**src/rtl/dc_ft_pkg.sv**
```systemverilog
// Shared definitions for the coded-DC fault-tolerance error locator:
// FSM state encoding, default sizes and the location-width helper.
package dc_ft_pkg;

  localparam int DEFAULT_OUTWIDTH = 19;
  localparam int DEFAULT_NUM_POS  = 16;

  typedef enum logic [1:0] {
    IDLE = 2'd0,
    DIV  = 2'd1,
    DONE = 2'd2
  } loc_state_e;

  function automatic int loc_width(input int num_pos);
    return (num_pos > 1) ? $clog2(num_pos) : 1;
  endfunction

endpackage

```
**src/rtl/locate_error_from_deltas_seq_udiv.sv**
```systemverilog
// Sequential restoring unsigned divider: one quotient bit per clock, MSB first.
// The first step is taken on the start edge, so done pulses after W edges.
module seq_udiv #(
  parameter int W = 19
) (
  input  logic         clk,
  input  logic         rstn,
  input  logic         start,
  input  logic [W-1:0] dividend,
  input  logic [W-1:0] divisor,
  output logic         busy,
  output logic         done,
  output logic [W-1:0] q,
  output logic [W-1:0] r
);

  localparam int CW = $clog2(W + 1);

  logic [W-1:0]  quo_r;
  logic [W-1:0]  rem_r;
  logic [W-1:0]  dvs_r;
  logic [CW-1:0] cnt_r;
  logic          busy_r;
  logic          done_r;

  logic          load_s;
  logic [W-1:0]  src_quo_s;
  logic [W-1:0]  src_rem_s;
  logic [W-1:0]  src_dvs_s;
  logic [W:0]    trial_s;
  logic [W:0]    diff_s;
  logic [W-1:0]  rem_next_s;
  logic [W-1:0]  quo_next_s;

  assign load_s = start && !busy_r;

  // One restoring step; the trial value carries an extra bit so it never overflows.
  always_comb begin
    src_quo_s  = load_s ? dividend : quo_r;
    src_rem_s  = load_s ? {W{1'b0}} : rem_r;
    src_dvs_s  = load_s ? divisor : dvs_r;
    trial_s    = {src_rem_s, src_quo_s[W-1]};
    diff_s     = trial_s - {1'b0, src_dvs_s};
    rem_next_s = trial_s[W-1:0];
    quo_next_s = {src_quo_s[W-2:0], 1'b0};
    if (trial_s >= {1'b0, src_dvs_s}) begin
      rem_next_s = diff_s[W-1:0];
      quo_next_s = {src_quo_s[W-2:0], 1'b1};
    end else begin
      rem_next_s = trial_s[W-1:0];
      quo_next_s = {src_quo_s[W-2:0], 1'b0};
    end
  end

  // Divider datapath, iteration counter and handshake flags.
  always_ff @(posedge clk or negedge rstn) begin
    if (!rstn) begin
      quo_r  <= {W{1'b0}};
      rem_r  <= {W{1'b0}};
      dvs_r  <= {W{1'b0}};
      cnt_r  <= {CW{1'b0}};
      busy_r <= 1'b0;
      done_r <= 1'b0;
    end else if (load_s) begin
      quo_r  <= quo_next_s;
      rem_r  <= rem_next_s;
      dvs_r  <= divisor;
      cnt_r  <= CW'(1);
      busy_r <= 1'b1;
      done_r <= 1'b0;
    end else if (busy_r) begin
      quo_r <= quo_next_s;
      rem_r <= rem_next_s;
      cnt_r <= cnt_r + CW'(1);
      if (cnt_r == CW'(W - 1)) begin
        busy_r <= 1'b0;
        done_r <= 1'b1;
      end else begin
        busy_r <= 1'b1;
        done_r <= 1'b0;
      end
    end else begin
      done_r <= 1'b0;
    end
  end

  assign busy = busy_r;
  assign done = done_r;
  assign q    = quo_r;
  assign r    = rem_r;

endmodule

```
**src/rtl/locate_error_from_deltas.sv**
```systemverilog
// Locates a single corrupted check column from the delta1/delta2 sums by
// dividing delta2 by delta1; anything other than one clean hit is uncorrectable.
module locate_error_from_deltas
  import dc_ft_pkg::*;
#(
  parameter  int OUTWIDTH = DEFAULT_OUTWIDTH,
  parameter  int NUM_POS  = DEFAULT_NUM_POS,
  localparam int LOCW     = loc_width(NUM_POS)
) (
  input  logic                clk,
  input  logic                rstn,
  input  logic [OUTWIDTH-1:0] delta1_sumup_i,
  input  logic [OUTWIDTH-1:0] delta2_sumup_i,
  input  logic                sumup_en_i,
  output logic                busy_o,
  output logic                loc_valid_o,
  output logic                err_found_o,
  output logic                err_uncorr_o,
  output logic [LOCW-1:0]     err_loc_o,
  output logic [OUTWIDTH-1:0] err_mag_o,
  output logic                overrun_o
);

  localparam logic [1:0] S_IDLE = IDLE;
  localparam logic [1:0] S_DIV  = DIV;
  localparam logic [1:0] S_DONE = DONE;

  logic [1:0]          state_r;
  logic [1:0]          state_next_s;
  logic [OUTWIDTH-1:0] d1_r;
  logic [OUTWIDTH-1:0] d2_r;
  logic                zero_r;
  logic                busy_r;
  logic                valid_r;
  logic                found_r;
  logic                uncorr_r;
  logic [LOCW-1:0]     loc_r;
  logic [OUTWIDTH-1:0] mag_r;
  logic                overrun_r;

  logic                accept_s;
  logic                div_start_s;
  logic                div_busy_s;
  logic                div_done_s;
  logic [OUTWIDTH-1:0] div_q_s;
  logic [OUTWIDTH-1:0] div_r_s;
  logic [OUTWIDTH-1:0] q_m1_s;
  logic                found_s;
  logic                uncorr_s;
  logic [LOCW-1:0]     loc_s;
  logic [OUTWIDTH-1:0] mag_s;

  assign accept_s    = (state_r == S_IDLE) && sumup_en_i;
  assign div_start_s = accept_s && (delta1_sumup_i != {OUTWIDTH{1'b0}}) && !div_busy_s;
  assign q_m1_s      = div_q_s - OUTWIDTH'(1);

  seq_udiv #(
    .W(OUTWIDTH)
  ) u_div (
    .clk      (clk),
    .rstn     (rstn),
    .start    (div_start_s),
    .dividend (delta2_sumup_i),
    .divisor  (delta1_sumup_i),
    .busy     (div_busy_s),
    .done     (div_done_s),
    .q        (div_q_s),
    .r        (div_r_s)
  );

  // Next-state logic; a zero delta1 skips the divider and spends one cycle in DIV.
  always_comb begin
    state_next_s = S_IDLE;
    case (state_r)
      S_IDLE: begin
        if (sumup_en_i) state_next_s = S_DIV;
        else            state_next_s = S_IDLE;
      end
      S_DIV: begin
        if (zero_r || div_done_s) state_next_s = S_DONE;
        else                      state_next_s = S_DIV;
      end
      S_DONE:  state_next_s = S_IDLE;
      default: state_next_s = S_IDLE;
    endcase
  end

  // Classifier: exact quotient in 1..NUM_POS is a single error at column q-1.
  always_comb begin
    found_s  = 1'b0;
    uncorr_s = 1'b0;
    loc_s    = {LOCW{1'b0}};
    mag_s    = {OUTWIDTH{1'b0}};
    if (zero_r) begin
      uncorr_s = (d2_r != {OUTWIDTH{1'b0}});
    end else if ((div_r_s == {OUTWIDTH{1'b0}}) && (div_q_s >= OUTWIDTH'(1)) &&
                 (div_q_s <= OUTWIDTH'(NUM_POS))) begin
      found_s = 1'b1;
      loc_s   = q_m1_s[LOCW-1:0];
      mag_s   = d1_r;
    end else begin
      uncorr_s = 1'b1;
    end
  end

  // FSM, operand capture, status flags and result registers.
  always_ff @(posedge clk or negedge rstn) begin
    if (!rstn) begin
      state_r   <= S_IDLE;
      d1_r      <= {OUTWIDTH{1'b0}};
      d2_r      <= {OUTWIDTH{1'b0}};
      zero_r    <= 1'b0;
      busy_r    <= 1'b0;
      valid_r   <= 1'b0;
      found_r   <= 1'b0;
      uncorr_r  <= 1'b0;
      loc_r     <= {LOCW{1'b0}};
      mag_r     <= {OUTWIDTH{1'b0}};
      overrun_r <= 1'b0;
    end else begin
      state_r   <= state_next_s;
      busy_r    <= (state_next_s != S_IDLE);
      valid_r   <= (state_next_s == S_DONE);
      overrun_r <= sumup_en_i && (state_r != S_IDLE);
      if (accept_s) begin
        d1_r   <= delta1_sumup_i;
        d2_r   <= delta2_sumup_i;
        zero_r <= (delta1_sumup_i == {OUTWIDTH{1'b0}});
      end
      if ((state_r == S_DIV) && (state_next_s == S_DONE)) begin
        found_r  <= found_s;
        uncorr_r <= uncorr_s;
        loc_r    <= loc_s;
        mag_r    <= mag_s;
      end
    end
  end

  assign busy_o       = busy_r;
  assign loc_valid_o  = valid_r;
  assign err_found_o  = found_r;
  assign err_uncorr_o = uncorr_r;
  assign err_loc_o    = loc_r;
  assign err_mag_o    = mag_r;
  assign overrun_o    = overrun_r;

endmodule
```
**config.mk**
```make
export PLATFORM = sky130hd
export DESIGN_NAME = locate_error_from_deltas
export DESIGN_NICKNAME = d
export VERILOG_FILES = /design/src/rtl/dc_ft_pkg.sv /design/src/rtl/locate_error_from_deltas_seq_udiv.sv /design/src/rtl/locate_error_from_deltas.sv
export SDC_FILE = /design/constraint.sdc
export NUM_CORES = 1
export LEC_CHECK = 0
export BUFFER_PORTS_ARGS = -buffer_cell sky130_fd_sc_hd__buf_2
export CAP_MARGIN = 10
export CORE_MARGIN = 2
export CORE_UTILIZATION = 35
export CTS_BUF_LIST = sky130_fd_sc_hd__clkbuf_4 sky130_fd_sc_hd__clkbuf_8
export CTS_CLUSTER_SIZE = 12
export DETAILED_ROUTE_END_ITERATION = 16
export GPL_ROUTABILITY_DRIVEN = 1
export PLACE_DENSITY_LB_ADDON = 0.08
export SLEW_MARGIN = 5
export SYNTH_ARGS = -nofsm -noshare
export SYNTH_HDL_FRONTEND = slang
export SYNTH_SLANG_ARGS = --single-unit
export TNS_END_PERCENT = 1
```
**constraint.sdc**
```tcl
create_clock -name clk -period 4.05 [get_ports clk]
set_input_delay 1.215 -clock clk [delete_from_list [all_inputs] [get_ports clk]]
set_output_delay 1.215 -clock clk [all_outputs]
set_load 0.01 [all_outputs]
```
# Word-level counts from Yosys, hierarchy flattened
# Cells that the tools add are included.
word_totals:
  regBits: 133
  latch_bits: 0
  ram_bits: 0
  romBits: 0
  in_bits: 41
  out_inout_bits: 28
  word_cells: 72
  memories: 0
op_classes:
  n_addsub: 3
  n_mul: 0
  div_mod_pow: 0
  magnitude_cmp: 3
  eq_ne: 3
  shift: 0
  mux: 28
  bitwise_logic: 0
  reduce_logical: 18
ops:
  columns: ["cell", "count"]
  rows:
  - ["$mux 19", 10]
  - ["$logic_not 19->1", 2]
  - ["$reduce_bool 19->1", 2]
  - ["$ge 20x19->1", 1]
  - ["$ge 19x1->1 const B", 1]
  - ["$le 19x5->1 const B", 1]
  - ["$sub 19x19->19", 1]
  - ["$mux 1", 12]
  - ["$mux 5", 2]
  - ["$logic_and 1x1->1", 8]
  - ["$mux 4", 2]
  - ["$reduce_bool 2->1", 3]
  - ["$add 5x1->5 const B", 1]
  - ["$eq 5x5->1 const B", 1]
  - ["$pmux 2 s2", 1]
  - ["$sub 4x1->4 const B", 1]
  - ["$eq 2x1->1 const B", 1]
  - ["$eq 2x2->1 const B", 1]
  - ["$logic_not 2->1", 1]
  - ["$mux 2", 1]
  - ["$logic_not 1->1", 1]
  - ["$logic_or 1x1->1", 1]

# Logic depth before layout (Yosys ltp)
depth:
  depth_word: 10
  ltp_mapped: 20
  depth_no_buf: 16

# Cells and area by module
# Synthesis repeated with hierarchy kept, for this count alone.
hier_totals:
  cells_unflattened: 678
  hier_area_um2: 6946.7
modules_own_cells:
  columns: ["mod", "n_inst", "cells_each", "area_each_um2", "seq_area_each_um2"]
  rows:
  - ["seq_udiv", 1, 441, 4093.9, 1601.5]
  - ["locate_error_from_deltas", 1, 237, 2852.7, 1726.7]

# Worst setup path after synthesis
# Ideal clock, no wire load.
synth_timing:
  path_kind: "in2reg"
  start: "in delta1_sumup_i[11]"
  end: "reg u_div.rem_r[6] (netlist: u_div.r[6])"
  setup_ns: 0.126
  arrival_ns: 5.275
  required_time_ns: 3.924
  path_slack_ns: -1.351
  cell_stages: 18
  path_buffers: 4
  cell_sequence: "nor4_1 nand3_1 o21ai_1 clkbuf_1 buf_1 buf_2 mux2i_1 inv_1 fa_1 nor2b_1 o31a_1 a211oi_1 or4b_1 o211a_1 a21oi_2 buf_6 o21ai_1 a221o_1"
synth_between:
  elab_chain_len: 9
  elab_cells_between_ends: 13
  cone_classes: "1 x add/sub; 1 x order compare; 6 x mux; 5 x reduce/logical"
synth_lines:
  columns: ["item", "line_no", "source"]
  rows:
  - ["start: declaration", "locate_error_from_deltas.sv:12", "input logic [OUTWIDTH-1:0] delta1_sumup_i,"]
  - ["$reduce_bool 19->1 *", "locate_error_from_deltas.sv:54", "assign div_start_s = accept_s && (delta1_sumup_i != {OUTWIDTH{1'b0}}) && !div_busy_s;"]
  - ["$logic_and 1x1->1 * (2 in series)", "locate_error_from_deltas.sv:54", null]
  - ["$logic_and 1x1->1 *", "locate_error_from_deltas_seq_udiv.sv:35", "assign load_s = start && !busy_r;"]
  - ["$mux 19 *", null, null]
  - ["via u_div.src_dvs_s[1]", "locate_error_from_deltas_seq_udiv.sv:29", "logic [W-1:0] src_dvs_s;"]
  - ["$sub 19x19->19 / $ge 20x19->1 (equally long branches)", "locate_error_from_deltas_seq_udiv.sv:43, locate_error_from_deltas_seq_udiv.sv:46", null]
  - ["$mux 19 *", "locate_error_from_deltas_seq_udiv.sv:46", "if (trial_s >= {1'b0, src_dvs_s}) begin"]
  - ["$mux 19", "locate_error_from_deltas_seq_udiv.sv:71", "end else if (busy_r) begin"]
  - ["$mux 19 *", "locate_error_from_deltas_seq_udiv.sv:64", "end else if (load_s) begin"]
  - ["end signal: assignment", "locate_error_from_deltas_seq_udiv.sv:59", "rem_r <= {W{1'b0}};"]
  - ["end signal: assignment", "locate_error_from_deltas_seq_udiv.sv:66", "rem_r <= rem_next_s;"]
  - ["end signal: assignment", "locate_error_from_deltas_seq_udiv.sv:73", "rem_r <= rem_next_s;"]
  - ["end: declaration", "locate_error_from_deltas_seq_udiv.sv:20", "logic [W-1:0] rem_r;"]
# The timed path passes the listed nets; every way through them passes the cells marked *. The select of a mux whose other input is x is not followed.
# A chain may end at the register's enable or synchronous reset.

# Final worst setup path
layout_timing:
  start: "in delta1_sumup_i[4]"
  end: "reg u_div.rem_r[17] (netlist: u_div.r[17])"
layout_between:
  elab_chain_len: 9
  elab_cells_between_ends: 13
  cone_classes: "1 x add/sub; 1 x order compare; 6 x mux; 5 x reduce/logical"
layout_lines:
  columns: ["item", "line_no"]
  rows:
  - ["$reduce_bool 19->1", "locate_error_from_deltas.sv:54"]
  - ["$logic_and 1x1->1 (2 in series)", "locate_error_from_deltas.sv:54"]
  - ["$logic_and 1x1->1", "locate_error_from_deltas_seq_udiv.sv:35"]
  - ["$mux 19 (on tied branches)", null]
  - ["$sub 19x19->19 / $ge 20x19->1 (equally long branches)", "locate_error_from_deltas_seq_udiv.sv:43, locate_error_from_deltas_seq_udiv.sv:46"]
  - ["$mux 19", "locate_error_from_deltas_seq_udiv.sv:46"]
  - ["$mux 19", "locate_error_from_deltas_seq_udiv.sv:71"]
  - ["$mux 19", "locate_error_from_deltas_seq_udiv.sv:64"]
# Parallel ways exist; a longest one is shown, timed or not. The select of a mux whose other input is x is not followed.

==> results.md <==
* Status: finished, violations left
* Failing checks: setup timing
* Critical Path RT at approximately 4400 ps
* Post-Synth XOR/XNOR Area at ~2.4%
* Number of CTS-inserted buffers at 17
* Routed length per placed instance at around 16 um
* Unrepaired setup endpoints after global routing: yes
* DP HPWL at roughly 14000 um
* Worst-Skew Late Latency at roughly 450 ps
* PD cells at 921 nW/um2
* Syn Nets at 750
* Initial core utilization at 35.3%
* Leak at around 4.4 nW
* Root Buffer: clkbuf_8
* Place WS at -1010 ps
* Hold crit path type: register to register
* Post-Syn Area at 6830 um2
* Crit path time final at 4500 ps
* IO Pins at just under 70
* Antenna diodes at 0
* Fin nets at between 900 and 1000
* Seq/Total Area, Yosys at between 40% and 50%
* Area leader, netlist: dfrtp_1
* Area share of the largest cell type after synthesis at roughly half
* Adder-Cell Fraction of Synth Area at 4.32%
* CP arrival at around 4800 ps
* Die X at about 140 um
* Antenna violations before repair at 0
* Share of layout cells above drive strength 1 at 33.2%
* Synth Register Bits at around 130
* Worst Max-Slew Pin Slew at roughly 770 ps
* Post-synthesis simple-gate area fraction at approximately 17%
* Main combinational cell family by area after synthesis: simple AND/OR/NAND/NOR gates
* Post-route ant nets at 0
* Top_reg_cell synth: dfrtp_1
* Critical path launch point: delta1_sumup_i[4]
* First-pass DRT Iterations at 4
* Core area at ~19000 um2
* DP Area at between 8000 and 9000 um2
* Final instance area at 8880 um2
* Crit path max fanout at 10
* Mux contribution to synthesized area at a little under an eighth
* CP Launch Type: primary input
* Synth Warn # at 0
* Final Setup Violations at 20
* Filler cell count in the final layout at between 1500 and 2000
* Worst-path clk slew at ~80 ps
* Row count at between 50 and 60
* Yosys cell types at 61
* CTS H-tree lvls at 4
* DR DRC count at 0
* Crit Path Class: primary input to register
* CTS tree: yes
* Slew Viols, Final at 0
* Total grt overflow at 0
* Final worst slack at -448 ps
* First-pass GRT wire length at 30100 um
* Vias post-DR at 5674
* Hold Startpoint: err_mag_o[0]$_DFFE_PN0P_
* Worst slew margin at between 40% and 50%
* Vias in the first global route at 5599
* Setup TNS at -5390 ps
* Hold Fails Final Rpt at 0
* Synth Area in Compound Gates at between 10 and 15%
* Clk_skew at about 16 ps
* Synthesized instance count at between 600 and 700
* Syn_area_per_cell at 9.95 um2
* Fin crit share at 111%
* Area Overhead vs Synth at 30.0%
* Max VDD drop at about 0.00037 V
* Vias/cell at just under 5
* Max cap viols at 0
* Total wire length at 18700 um
* CTS max path bufs at 2
* GPL Wtd Cong at between 0.8 and 0.9
* Fmax at roughly 0.22 GHz
* Most frequent cells after synthesis: dfrtp_1, nand2_1, mux2_2
* Worst r2r src: state_r[1]$_DFF_PN0_
* Global Route Usage Sum at a little under a fifth
* Die ar. at approximately 21000 um2
* Hold buffers post-CTS at 0
* Pin count of the biggest net entering global routing at 62
* CP endpoint kind: register
* IO Port Bufs at 68
* Clock sinks at between 100 and 150
* Number of synthesized flops with an enable pin at 0
* Asr flop ratio synth at 100%
* Synth area leaders: dfrtp_1, mux2_2, nand2_1
* DRT iter0 DRCs at 267
* Count leader, synth: dfrtp_1
* Die Span Y at 144 um
==> layer usage <==
| metal | up-vias | wire, um | GRT usage, % |
|---|---|---|---|
| met4 | 0 | 231 | 5.83 |
| met5 | - | 0 | 0 |
| met2 | 114 | 8860 | 31.0 |
| met3 | 13 | 613 | 2.77 |
| li1 | 2785 | - | - |
| met1 | 2762 | 9030 | 26.5 |
==> cells in the final DEF, fill, tap and decap left out, types with 14 or more instances in the layout <==
cell type,synthesis,layout
and2_1,20,20
buf_2,2,67
dfrtp_1,133,133
inv_1,32,32
mux2_2,39,39
ha_1,22,22
mux2i_1,37,35
nor4_1,19,14
o21ai_0,37,37
a21oi_1,19,19
nand2_1,113,113
clkbuf_8,0,17
buf_4,0,125
nand3_1,32,31
nor2_1,37,36
==> flip-flops by register name, summed over array words and instances, names as in the netlist, named ones only <==
register	flops
state_r	2
zero_r	1
u_div.cnt_r	5
u_div.busy	1
busy_o	1
err_uncorr_o	1
u_div.q	19
u_div.dvs_r	18
err_loc_o	4
err_found_o	1
d2_r	19
d1_r	19
loc_valid_o	1
err_mag_o	19
u_div.done	1
u_div.r	19
overrun_o	1
==> worst max-delay path, stage by stage <==
cell       delay, ps
buf_2            120
nor4_2           280
nand2_1          150
o21ai_2          210
buf_12           160
mux2i_4          240
ha_1             280
nor2b_1          170
o31a_1           260
o41a_1           420
a221oi_4         310
a2111oi_4        130
or4_1            420
a31oi_1          180
xor2_1           190
o21ai_1           70
==> what timing repair did <==
item	4_1_cts	5_1_grt
hold endpoints to repair	0	0
setup buffers	2	1
setup endpoints to repair	20	20
resized for setup	9	3
pin swaps	10	6
==> cell families after synthesis <==
logic type / count (synthesis)
AND/OR/NAND/NOR: 246
buffers and inverters: 64
AO/OA/AOI/OAI: 125
multiplexers: 76
XOR/XNOR: 19
flip-flops: 133
adder cells (fa/ha/maj): 23
==> area by class of cell <==
type	instances	area, um2	area share [%]
clock inverter	14	144	1.62
inverter	32	120	1.35
multi-input combinational	489	3370	37.9
timing repair buffer	196	1350	15.1
sequential	133	3330	37.5
clock buffer	18	241	2.72
tap	265	332	3.73
==> stage by stage <==
step | hold WS, ps | power (mW) | std cells | utilization, %
final | 464 | 8.18 | 1147 | 45.9
after global routing | 485 | 8.87 | 1147 | 45.9
after CTS | 470 | 8.18 | 1146 | 45.8
after detailed placement | 451 | 6.95 | 1112 | 43.5
after global placement | 447 | 6.89 | 1112 | 43.5
after floorplan | 441 | 5.00 | 686 | -
==> final timing paths <==
kind                            cells after the start                        to  slack, ps
worst max-delay path                               16   u_div.r[17]$_DFFE_PN0P_       -450
worst min-delay path                                2  err_mag_o[0]$_DFFE_PN0P_        460
worst max register to register                     15   u_div.r[17]$_DFFE_PN0P_         90
worst min register to register                      2  err_mag_o[0]$_DFFE_PN0P_        460
max in group asynchronous                           2   u_div.r[11]$_DFFE_PN0P_       2640
min in group asynchronous                           1  err_mag_o[3]$_DFFE_PN0P_        700
==> power by group <==
| part | switching (mW) | leakage, nW | internal, mW |
|---|---|---|---|
| clock network | 0.606 | 0.189 | 0.511 |
| registers | 0.370 | 1.69 | 1.85 |
| logic | 2.39 | 2.52 | 2.46 |
| total | 3.36 | 4.40 | 4.82 |
No activity file was read; power rests on OpenSTA's default activity.
